### src/rtl/dct_core_scheduler.sv
// dct_core_scheduler: shares one IG DCT/IDCT transform core between a DCT
// client and an IDCT client, one block job at a time.
// Each job resets the core, sets its mode, streams BLK_LEN formatted samples
// in, and returns the core output to the owning client after LATENCY cycles.
// Optional build macro FIXED_PRIO_EN: when defined, DCT always wins a
// contested arbitration and no last-served state is kept. When undefined,
// contested requests alternate round-robin.
module dct_core_scheduler #(
  parameter int BLK_LEN = 64,
  parameter int LATENCY = 80,
  parameter int CW      = 9
) (
  input  logic        clk,
  input  logic        rst,
  input  logic        dct_req,
  output logic        dct_gnt,
  input  logic [7:0]  dct_din,
  output logic [11:0] dct_dout,
  output logic        dct_dvalid,
  input  logic        idct_req,
  output logic        idct_gnt,
  input  logic [11:0] idct_din,
  output logic [7:0]  idct_dout,
  output logic        idct_dvalid,
  output logic        core_rst,
  output logic        core_mode,
  output logic [21:0] core_din,
  input  logic [11:0] core_dct_out,
  input  logic [7:0]  core_idct_out,
  output logic        busy
);

  typedef enum logic [1:0] {IDLE, CRST, FEED, DRAIN} state_e;

  localparam logic [CW-1:0] LAST_FEED = CW'(BLK_LEN - 1);
  localparam logic [CW-1:0] WIN_FIRST = CW'(LATENCY);
  localparam logic [CW-1:0] WIN_LAST  = CW'(LATENCY + BLK_LEN - 1);

  state_e        state_q;
  logic [CW-1:0] cnt_q;
  logic          owner_q;
  logic          dct_gnt_q, idct_gnt_q;
  logic          dct_dvalid_q, idct_dvalid_q;
  logic [11:0]   dct_dout_q;
  logic [7:0]    idct_dout_q;
  logic          core_rst_q, core_mode_q, busy_q;
  logic [21:0]   core_din_q;
`ifdef FIXED_PRIO_EN
`else
  logic          last_idct_q;
`endif

  logic          start_d;
  logic          win_idct_d;
  logic [CW-1:0] cnt_inc;
  logic          in_window;
  logic [21:0]   dct_fmt, idct_fmt;

  assign cnt_inc   = cnt_q + CW'(1);
  assign in_window = (cnt_inc >= WIN_FIRST) && (cnt_inc <= WIN_LAST);
  assign dct_fmt   = {1'b0, dct_din, 13'b0};
  assign idct_fmt  = {idct_din, 10'b0};

  // Pick the next job owner (1 = IDCT) from the current request levels.
  always_comb begin
    start_d    = dct_req | idct_req;
    win_idct_d = idct_req;
    if (dct_req && idct_req) begin
`ifdef FIXED_PRIO_EN
      win_idct_d = 1'b0;
`else
      win_idct_d = ~last_idct_q;
`endif
    end
  end

  // Job sequencer: all client and core outputs are registered here; the
  // output window is judged on the counter value of the coming cycle.
  always_ff @(posedge clk or negedge rst) begin
    if (!rst) begin
      state_q       <= IDLE;
      cnt_q         <= '0;
      owner_q       <= 1'b0;
      dct_gnt_q     <= 1'b0;
      idct_gnt_q    <= 1'b0;
      dct_dvalid_q  <= 1'b0;
      idct_dvalid_q <= 1'b0;
      dct_dout_q    <= '0;
      idct_dout_q   <= '0;
      core_rst_q    <= 1'b0;
      core_mode_q   <= 1'b0;
      core_din_q    <= '0;
      busy_q        <= 1'b0;
`ifdef FIXED_PRIO_EN
`else
      last_idct_q   <= 1'b1;
`endif
    end else begin
      core_rst_q    <= 1'b1;
      dct_gnt_q     <= 1'b0;
      idct_gnt_q    <= 1'b0;
      dct_dvalid_q  <= 1'b0;
      idct_dvalid_q <= 1'b0;
      dct_dout_q    <= '0;
      idct_dout_q   <= '0;
      core_din_q    <= '0;
      case (state_q)
        IDLE: begin
          if (start_d) begin
            owner_q     <= win_idct_d;
            core_mode_q <= win_idct_d;
            core_rst_q  <= 1'b0;
            busy_q      <= 1'b1;
            state_q     <= CRST;
          end
        end
        CRST: begin
          cnt_q      <= '0;
          dct_gnt_q  <= ~owner_q;
          idct_gnt_q <= owner_q;
          state_q    <= FEED;
        end
        FEED: begin
          cnt_q      <= cnt_inc;
          core_din_q <= owner_q ? idct_fmt : dct_fmt;
          if (cnt_q == LAST_FEED) begin
            state_q <= DRAIN;
          end else begin
            dct_gnt_q  <= ~owner_q;
            idct_gnt_q <= owner_q;
          end
        end
        DRAIN: begin
          cnt_q <= cnt_inc;
          if (cnt_q == WIN_LAST) begin
            state_q <= IDLE;
            busy_q  <= 1'b0;
`ifdef FIXED_PRIO_EN
`else
            last_idct_q <= owner_q;
`endif
          end
        end
        default: state_q <= IDLE;
      endcase
      if ((state_q == FEED || state_q == DRAIN) && in_window) begin
        if (owner_q) begin
          idct_dvalid_q <= 1'b1;
          idct_dout_q   <= core_idct_out;
        end else begin
          dct_dvalid_q <= 1'b1;
          dct_dout_q   <= core_dct_out;
        end
      end
    end
  end

  assign dct_gnt     = dct_gnt_q;
  assign idct_gnt    = idct_gnt_q;
  assign dct_dvalid  = dct_dvalid_q;
  assign idct_dvalid = idct_dvalid_q;
  assign dct_dout    = dct_dout_q;
  assign idct_dout   = idct_dout_q;
  assign core_rst    = core_rst_q;
  assign core_mode   = core_mode_q;
  assign core_din    = core_din_q;
  assign busy        = busy_q;

endmodule

### config.mk
export PLATFORM = sky130hd
export DESIGN_NAME = dct_core_scheduler
export DESIGN_NICKNAME = d
export VERILOG_FILES = /design/src/rtl/dct_core_scheduler.sv
export SDC_FILE = /design/constraint.sdc
export NUM_CORES = 1
export LEC_CHECK = 0
export ABC_AREA = 0
export CORE_MARGIN = 1
export CORE_UTILIZATION = 45
export DETAILED_ROUTE_END_ITERATION = 7
export PLACE_DENSITY_LB_ADDON = 0.05
export SYNTH_ARGS = -nofsm -noshare
export SYNTH_HDL_FRONTEND = slang
export SYNTH_SLANG_ARGS = --single-unit
### constraint.sdc
create_clock -name clk -period 2.75 [get_ports clk]
set_clock_uncertainty 0.05 [all_clocks]
set_input_delay 0.275 -clock clk [delete_from_list [all_inputs] [get_ports clk]]
set_output_delay 0.275 -clock clk [all_outputs]
set_load 0.01 [all_outputs]
==> impl_metrics.ini, run 1 <==
[final_layout]
nFillCells = 488
final_common_cell = clkdlybuf4s50_1
nets = 376
diodes = 0
multi_input_area_um2 = 1180
design_area_um2 = 3570
fin_util_pct = 64.0
layout_common_cells = clkdlybuf4s50_1 (81), dfrtp_1 (50), nand2_1 (33)
synthToLayoutAreaGrowth_pct = 35.6
layout.area.seq_um2 = 1280
layout-drive-gt1-share_pct = 14.1

[place]
hpwlAfterDp_um = 4280
gp_congestion = 0.840
place_area_um2 = 3460
port_buffers = 82

[detailed_routing]
wl_um = 6080
wl_met2_um = 2970
first_pass_iters = 4
drc = 0
viasPerCell = 5.19
final_antenna_net_count = 0
drtIter0Drc = 91
wl_per_cell_um = 15.3
wl_met1_um = 2680
num_vias = 2067
top_layer_used = met4
wl_met3_um = 357

[power_and_ir_drop]
power.switching_uw = 290
netSwitchingFraction_pct = 21.9
power.total_uw = 1320
p_clk_share_pct = 34.2
p_int_uw = 1030
peakVddDrop_mv = 0.232
seq_power_share_pct = 57.2
p_per_area_nw_per_um2 = 371
total_leakage_power_uw = 0.00148
combPwrFrac_pct = 8.6

[worst_setup_path]
crit_fanout = 11
start_kind = flop
critPathMaxStageDelay_ns = 0.52
critPathTopFamily = simple AND/OR/NAND/NOR gates
critPathSlowestCell = dfrtp_1
cp_num_buf_inv = 0
path_cells = ha_1, nand3_2, nand2b_4, or4_4, a211o_1, mux2_4
required_ns = 2.89
cp-end-kind = flop
worstSetupPathType = flop to flop
arrival_ns = 2.50

[sta]
finalSetupViolations = 0
period_needed_ns = 2.36
worstMarginPinSlew_ns = 0.584
tns_ns = 0
relSlewSlack_pct = 61.1
period_share_pct = 85.8
fmax_mhz = 424
rsz0062_at_grt = no
holdWs_ns = 0.446
hold_viol = 0
drv_slew = 0

[floorplan]
core_um2 = 5570
die_area_um2 = 6160
start_util_pct = 47.2
fp.dieW_um = 78.5
die_h_um = 78.5
ioPinCount = 93
num_rows = 27

[cts]
path_clk_slew_ns = 0.09
root_buffer = clkbuf_8
cts_buffer_depth = 2
cts.sinks = 51
cts_setup_buffers = 0
cts_tree = yes
numCtsBuffers = 5
clock_latency_ns = 0.30
holdBufCountCts = 1
htree_levels = 2
cts_resized = 0

[global_route]
first_global_vias = 1977
overflow = 0
grtUsageTotal_pct = 20.7
grt_start_max_net_pins = 27
antenna_found_initial = 0
grt_pass1_wl_um = 9850

[logic_synthesis]
synth_edf_count = 0
syn_inst = 248
ys_seq_area_share_pct = 48.5
syn-cell-area_um2 = 2630
avgSynthCellArea_um2 = 10.6
ys_ff_latch = 51
synthArstFlopShare_pct = 100
yosys_most_used_dff = dfrtp_1
ys_warn_count = 0
yosys.cell_types.count = 47

[worst_hold_path]
hold_class = input port to async pin

[job]
drv_cap = 0

[run_status]
status = completed
## logic make-up (layout without fill, tap and decap cells)
kind of cell / after synthesis / in the layout / share of synthesized area [%]
muxes: 10 / 10 / 3.99
DFF: 51 / 51 / 48.5
and+or+nand+nor: 99 / 99 / 24.9
adders and majority gates: 7 / 7 / 3.33
other: 1 / 10 / 0.143
buffers and inverters: 40 / 109 / 8.65
xor gates and xnor gates: 2 / 2 / 0.666
AOI/OAI and AO/OA: 38 / 38 / 9.75
## routing by layer
| metal | up-vias | track usage [%] |
|---|---|---|
| met5 | - | 0 |
| li1 | 999 | - |
| met2 | 79 | 34.1 |
| met4 | 0 | 6.67 |
| met3 | 7 | 3.49 |
| met1 | 982 | 27.8 |
## flip-flops by register name, indices dropped and copies added (netlist names)
| signal | count |
|---|---|
| busy | 1 |
| idct_gnt | 1 |
| idct_dout | 8 |
| cnt_q | 9 |
| dct_dout | 12 |
| core_rst | 1 |
| last_idct_q | 1 |
| idct_dvalid | 1 |
| state_q | 2 |
| core_mode | 1 |
| dct_dvalid | 1 |
| dct_gnt | 1 |
| core_din | 12 |
## cell usage after synthesis (7+ instances only)
master,n,area [µm²]
buf_2,8,40.0
buf_4,12,90.1
clkbuf_1,8,30.0
dfrtp_1,50,1250
ha_1,7,87.6
inv_1,9,33.8
mux2i_1,9,90.1
nand2_1,33,124
nor2_1,10,37.5
nor2b_1,8,50.1
nor4_2,20,250
o21ai_0,13,65.1
## area by class of cell
type / count / area share (%)
clock inverters: 1 / 0.246
clock buffers: 7 / 2.42
flip-flops and latches: 51 / 35.8
repair buffers: 92 / 25.0
inverters: 9 / 0.947
multi-input cells: 166 / 33.0
well taps: 72 / 2.53
## power by group through the flow
stage	combinational, µW	sequential, µW	clock [µW]
after global placement	112	771	0
final	114	757	452
after floorplan	28.0	775	0
after global routing	124	757	503
after detailed placement	113	772	0
after CTS	115	757	465
## metrics by stage
step / worst slack [ns] / std cells
2_1_floorplan: 0.482 / 257
3_5_place_dp: 0.416 / 389
6_report: 0.389 / 398
4_1_cts: 0.402 / 398
3_3_place_gp: 0.486 / 389
5_1_grt: 0.298 / 398
## final timing paths
check / end / start / slack, ns / cells after the start
max: state_q[1] / cnt_q[0] / 0.39 / 6
min: core_din[21] / rst / 0.45 / 2
max reg2reg: state_q[1] / cnt_q[0] / 0.39 / 6
min reg2reg: last_idct_q / last_idct_q / 0.46 / 2
max in group asynchronous: dct_dout[2] / rst / 1.57 / 3
min in group clk: idct_dout[7] / core_idct_out[7] / 0.46 / 3
Power figures use the tool's default switching activity.
==> run 2: changes to the inputs <==
- CORE_UTILIZATION: 45 -> 23
- GPL_TIMING_DRIVEN: default -> 0
- PLACE_DENSITY_LB_ADDON: 0.05 -> default
==> impl_metrics.ini, run 2 (synthesized netlist as in run 1, its figures left out) <==
[run_status]
status = completed

[place]
pre_cts_ws_ns = 0.205
hpwlAfterDp_um = 4800
gp_congestion = 0.829
dp_cells = 480
port_buffers = 82

[sta]
tns_ns = 0
worstMarginPinSlew_ns = 0.606
relSlewSlack_pct = 59.6
period_share_pct = 89.6
fin_ws_ns = 0.287
finalSetupViolations = 0
drv_slew = 0
holdWs_ns = 0.401
hold_viol = 0
period_needed_ns = 2.46
rsz0062_at_grt = no
fmax_mhz = 406

[final_layout]
final_common_cell = clkdlybuf4s50_1
nFillCells = 1117
diodes = 0
synthToLayoutAreaGrowth_pct = 46.3
layout-drive-gt1-share_pct = 17.2
nets = 399
instances_no_fill = 489
fin_util_pct = 35.1
layout_common_cells = clkdlybuf4s50_1 (81), dfrtp_1 (50), nand2_1 (33)

[worst_setup_path]
crit_fanout = 10
worstSetupPathType = flop to flop
start_kind = flop
arrival_ns = 2.59
required_ns = 2.88
cp-end-kind = flop

[floorplan]
start_util_pct = 24.0
fp.dieW_um = 109
num_rows = 38
die_area_um2 = 11900
die_h_um = 109
core_um2 = 11000
ioPinCount = 93

[power_and_ir_drop]
total_leakage_power_uw = 0.00160
seq_power_share_pct = 47.9
netSwitchingFraction_pct = 19.8
p_per_area_nw_per_um2 = 410
p_int_uw = 1270
peakVddDrop_mv = 0.220
p_clk_share_pct = 44.1
power.switching_uw = 312
combPwrFrac_pct = 8.0

[cts]
cts_buffer_depth = 2
numCtsBuffers = 5
htree_levels = 2
clock_latency_ns = 0.29
path_clk_slew_ns = 0.07
cts.sinks = 51
cts_setup_buffers = 0
root_buffer = clkbuf_16
cts_tree = yes

[detailed_routing]
viasPerCell = 4.36
final_antenna_net_count = 0
drc = 0
first_pass_iters = 4
num_vias = 2134
wl_per_cell_um = 13.2
wl_um = 6450
drtIter0Drc = 130

[global_route]
overflow = 0
grtUsageTotal_pct = 11.6
grt_start_max_net_pins = 36
grt_pass1_wl_um = 10600
antenna_found_initial = 0
first_global_vias = 2067

[worst_hold_path]
hold_class = input port to async pin

[job]
drv_cap = 0
==> run 2: layer usage <==
| layer | part of all wire, % | vias to the layer above | track usage [%] |
|---|---|---|---|
| met1 | 43 | 1008 | 15.0 |
| li1 | - | 1044 | - |
| met2 | 48 | 73 | 18.7 |
| met3 | 6.6 | 9 | 2.51 |
| met4 | 1.9 | 0 | 5.02 |
| met5 | 0 | - | 0 |
==> run 2: area by class of cell <==
cell class                 count  area (µm²)  share of cell area [%]
clock buffer                   7         133                    3.44
buffer                        31         195                    5.07
clock inverter                 1        30.0                   0.780
multi-input combinational    166        1160                    30.1
inverter                       9        33.8                   0.877
tap                          140         175                    4.55
timing repair buffer          84         846                    22.0
sequential                    51        1280                    33.2
==> run 2: worst paths after layout <==
kind                             start            to  slack [ns]  cells after the start
max in group asynchronous          rst   last_idct_q        1.67                      3
setup / recovery              cnt_q[1]    state_q[1]        0.29                      7
setup reg to reg              cnt_q[1]    state_q[1]        0.29                      7
hold reg to reg            last_idct_q   last_idct_q        0.45                      2
min in group clk           last_idct_q   last_idct_q        0.45                      2
hold / removal                     rst  core_din[21]        0.40                      2
==> run 2: critical path: stages, from the launching register on <==
cell      delay (ns)
dfrtp_1         0.50
ha_1            0.20
buf_4           0.16
nand3_2         0.10
nand2b_4        0.16
or4_4           0.51
a211o_1         0.35
mux2_4          0.31
==> run 2: power by group through the flow <==
stage                     sequential (µW)  combinational, µW  clock (µW)
after floorplan                       775               28.0           0
final                                 757                126         696
after global placement                772                123           0
after global routing                  757                138         753
after detailed placement              772                126           0
after CTS                             757                128         716
==> run 2: per-stage QoR <==
step,total power (µW),area (µm²)
global route,1650,3850
floorplan,803,2670
finish,1580,3850
detailed placement,898,3680
CTS,1600,3850
global placement,895,3660
==> run 2: what timing repair did <==
action,4_1_cts,5_1_grt
endpoints found under the setup margin,0,10
resized for setup,0,2
hold buffers,1,0
hold endpoints to repair,16,0
==> run 3: changes to the inputs <==
- ABC_AREA: 0 -> 1
==> impl_metrics.ini, run 3 <==
[logic_synthesis]
syn_inst = 265
syn-cell-area_um2 = 2350
yosys.cell_types.count = 26
ys_ff_latch = 51
ys_warn_count = 0
synth_edf_count = 0
synthTopCellsByCount = nand2_1 (61), dfrtp_1 (50), nor2_1 (34)
synth_area_leader_cell = dfrtp_1
synth.most_common_cell = nand2_1
ys_seq_area_share_pct = 54.3
synthArstFlopShare_pct = 100
avgSynthCellArea_um2 = 8.87
yosys_most_used_dff = dfrtp_1
synth_area_leaders = dfrtp_1 (53%), nand2_1 (9.7%), nor2_1 (5.4%)
yosysTopAreaCellShare_pct = 53.2

[place]
pre_cts_ws_ns = 0.934
gp_congestion = 0.760
port_buffers = 82
hpwlAfterDp_um = 3950
dp_cells = 490

[cts]
cts_setup_buffers = 0
clock_latency_ns = 0.31
cts_buffer_depth = 2
root_buffer = clkbuf_8
path_clk_slew_ns = 0.09
cts_tree = yes
cts_resized = 0
cts.sinks = 51
numCtsBuffers = 5
htree_levels = 2

[worst_setup_path]
path_cells = ha_1, nand2_2, nor2_1, nand2_1, nand2_1, nand2_2, nor2_1, nand2_1, nand2_1, nand3_2, buf_6, nor2_2
cp_num_buf_inv = 1
critPathMaxStageDelay_ns = 0.44
r2r_slack_ns = 0.92
cp-end-kind = flop
worst-path-stages = 12
setup.worst_path.start = cnt_q[1]
cpMostUsedCell = nand2_1
crit_fanout = 10
critPathSlowestCell = dfrtp_1
rr_worst_depth = 12
cp-endpoint = idct_dout[6]
worstSetupPathType = flop to flop
arrival_ns = 2.02
r2r-end = idct_dout[6]
start_kind = flop
critPathTopFamily = simple AND/OR/NAND/NOR gates
required_ns = 2.94
r2r-start = cnt_q[1]

[sta]
hold_viol = 0
fin_ws_ns = 0.922
tns_ns = 0
holdWs_ns = 0.361
fmax_mhz = 547
rsz0062_at_grt = no
drv_slew = 0
period_share_pct = 66.5
period_needed_ns = 1.83
finalSetupViolations = 0

[detailed_routing]
drtIter0Drc = 67
wl_per_cell_um = 10.6
viasPerCell = 4.00
num_vias = 1994
final_antenna_net_count = 0
drc = 0
first_pass_iters = 4
wl_um = 5310

[job]
drv_cap = 0

[final_layout]
layout_common_cells = clkdlybuf4s50_1 (81), nand2_1 (61), dfrtp_1 (50)
nets = 416
instances_no_fill = 499
fin_util_pct = 35.8
final_common_cell = clkdlybuf4s50_1
diodes = 0
synthToLayoutAreaGrowth_pct = 49.7
layout-drive-gt1-share_pct = 14.2

[global_route]
first_global_vias = 1883
overflow = 0
grt_pass1_wl_um = 8310
grt_start_max_net_pins = 37
grtUsageTotal_pct = 10.0
antenna_found_initial = 0

[power_and_ir_drop]
total_leakage_power_uw = 0.00164
p_per_area_nw_per_um2 = 684
peakVddDrop_mv = 0.258

[floorplan]
die_area_um2 = 10600
fp.dieW_um = 103
num_rows = 36
ioPinCount = 93
core_um2 = 9820
die_h_um = 103
start_util_pct = 23.9

[run_status]
status = completed

[worst_hold_path]
hold_class = input port to async pin
-- run 3: final cells by class --
cell class / instances / area (µm²)
Multi-Input combinational cell: 177 / 876
Tap cell: 133 / 166
Sequential cell: 51 / 1280
Clock buffer: 6 / 82.6
Buffer: 17 / 123
Inverter: 29 / 109
Clock inverter: 2 / 38.8
Timing Repair Buffer: 84 / 846
Fill cell: 1042 / 6300
-- run 3: worst min-delay path by stage --
| stage | from | end | slack (ns) | cells past startpoint |
|---|---|---|---|---|
| 6_report | rst | dct_dout[0] | 0.36 | 2 |
| 5_1_grt | rst | dct_dout[0] | 0.41 | 2 |
| 4_1_cts | rst | dct_dout[0] | 0.36 | 2 |
| 3_5_place_dp | rst | dct_dout[0] | 0.16 | 1 |
| 3_3_place_gp | busy | busy | 0.44 | 2 |
| 2_1_floorplan | rst | busy | -0.07 | 0 |
-- run 3: per-stage QoR --
step / area, µm² / total power (µW)
after floorplan: 2380 / 1470
after global placement: 3370 / 1850
after detailed placement: 3390 / 1880
after CTS: 3520 / 2440
after global routing: 3520 / 2590
final: 3520 / 2410
-- run 3: what timing repair did --
action                                 in CTS  in global routing
endpoints found under the hold margin      15                  0
setup endpoints to repair                   0                  0
hold buffers                                1                  0
-- run 3: per-layer routing --
layer | share of wire, % | track usage (%)
met1 | 42 | 11.4
met2 | 46 | 17.7
met3 | 10 | 3.25
met4 | 1.2 | 3.47
met5 | 0 | 0
-- run 3: cell families (layout without fill, tap and decap cells) --
group / Yosys count / in the layout / synth area share, %
fa+ha+maj: 7 / 7 / 3.73
flops: 51 / 51 / 54.3
compound gates: 27 / 27 / 6.49
other cells: 1 / 10 / 0.160
buf+inv: 46 / 138 / 9.85
simple gates: 133 / 133 / 25.4
-- run 3: power breakdown --
part / internal (µW) / leakage, µW / total (µW) / switching (µW)
sequential: 868 / 0.000688 / 937 / 69.6
combinational: 386 / 0.000890 / 916 / 530
clock: 300 / 0.0000618 / 554 / 255
total: 1550 / 0.00164 / 2410 / 855
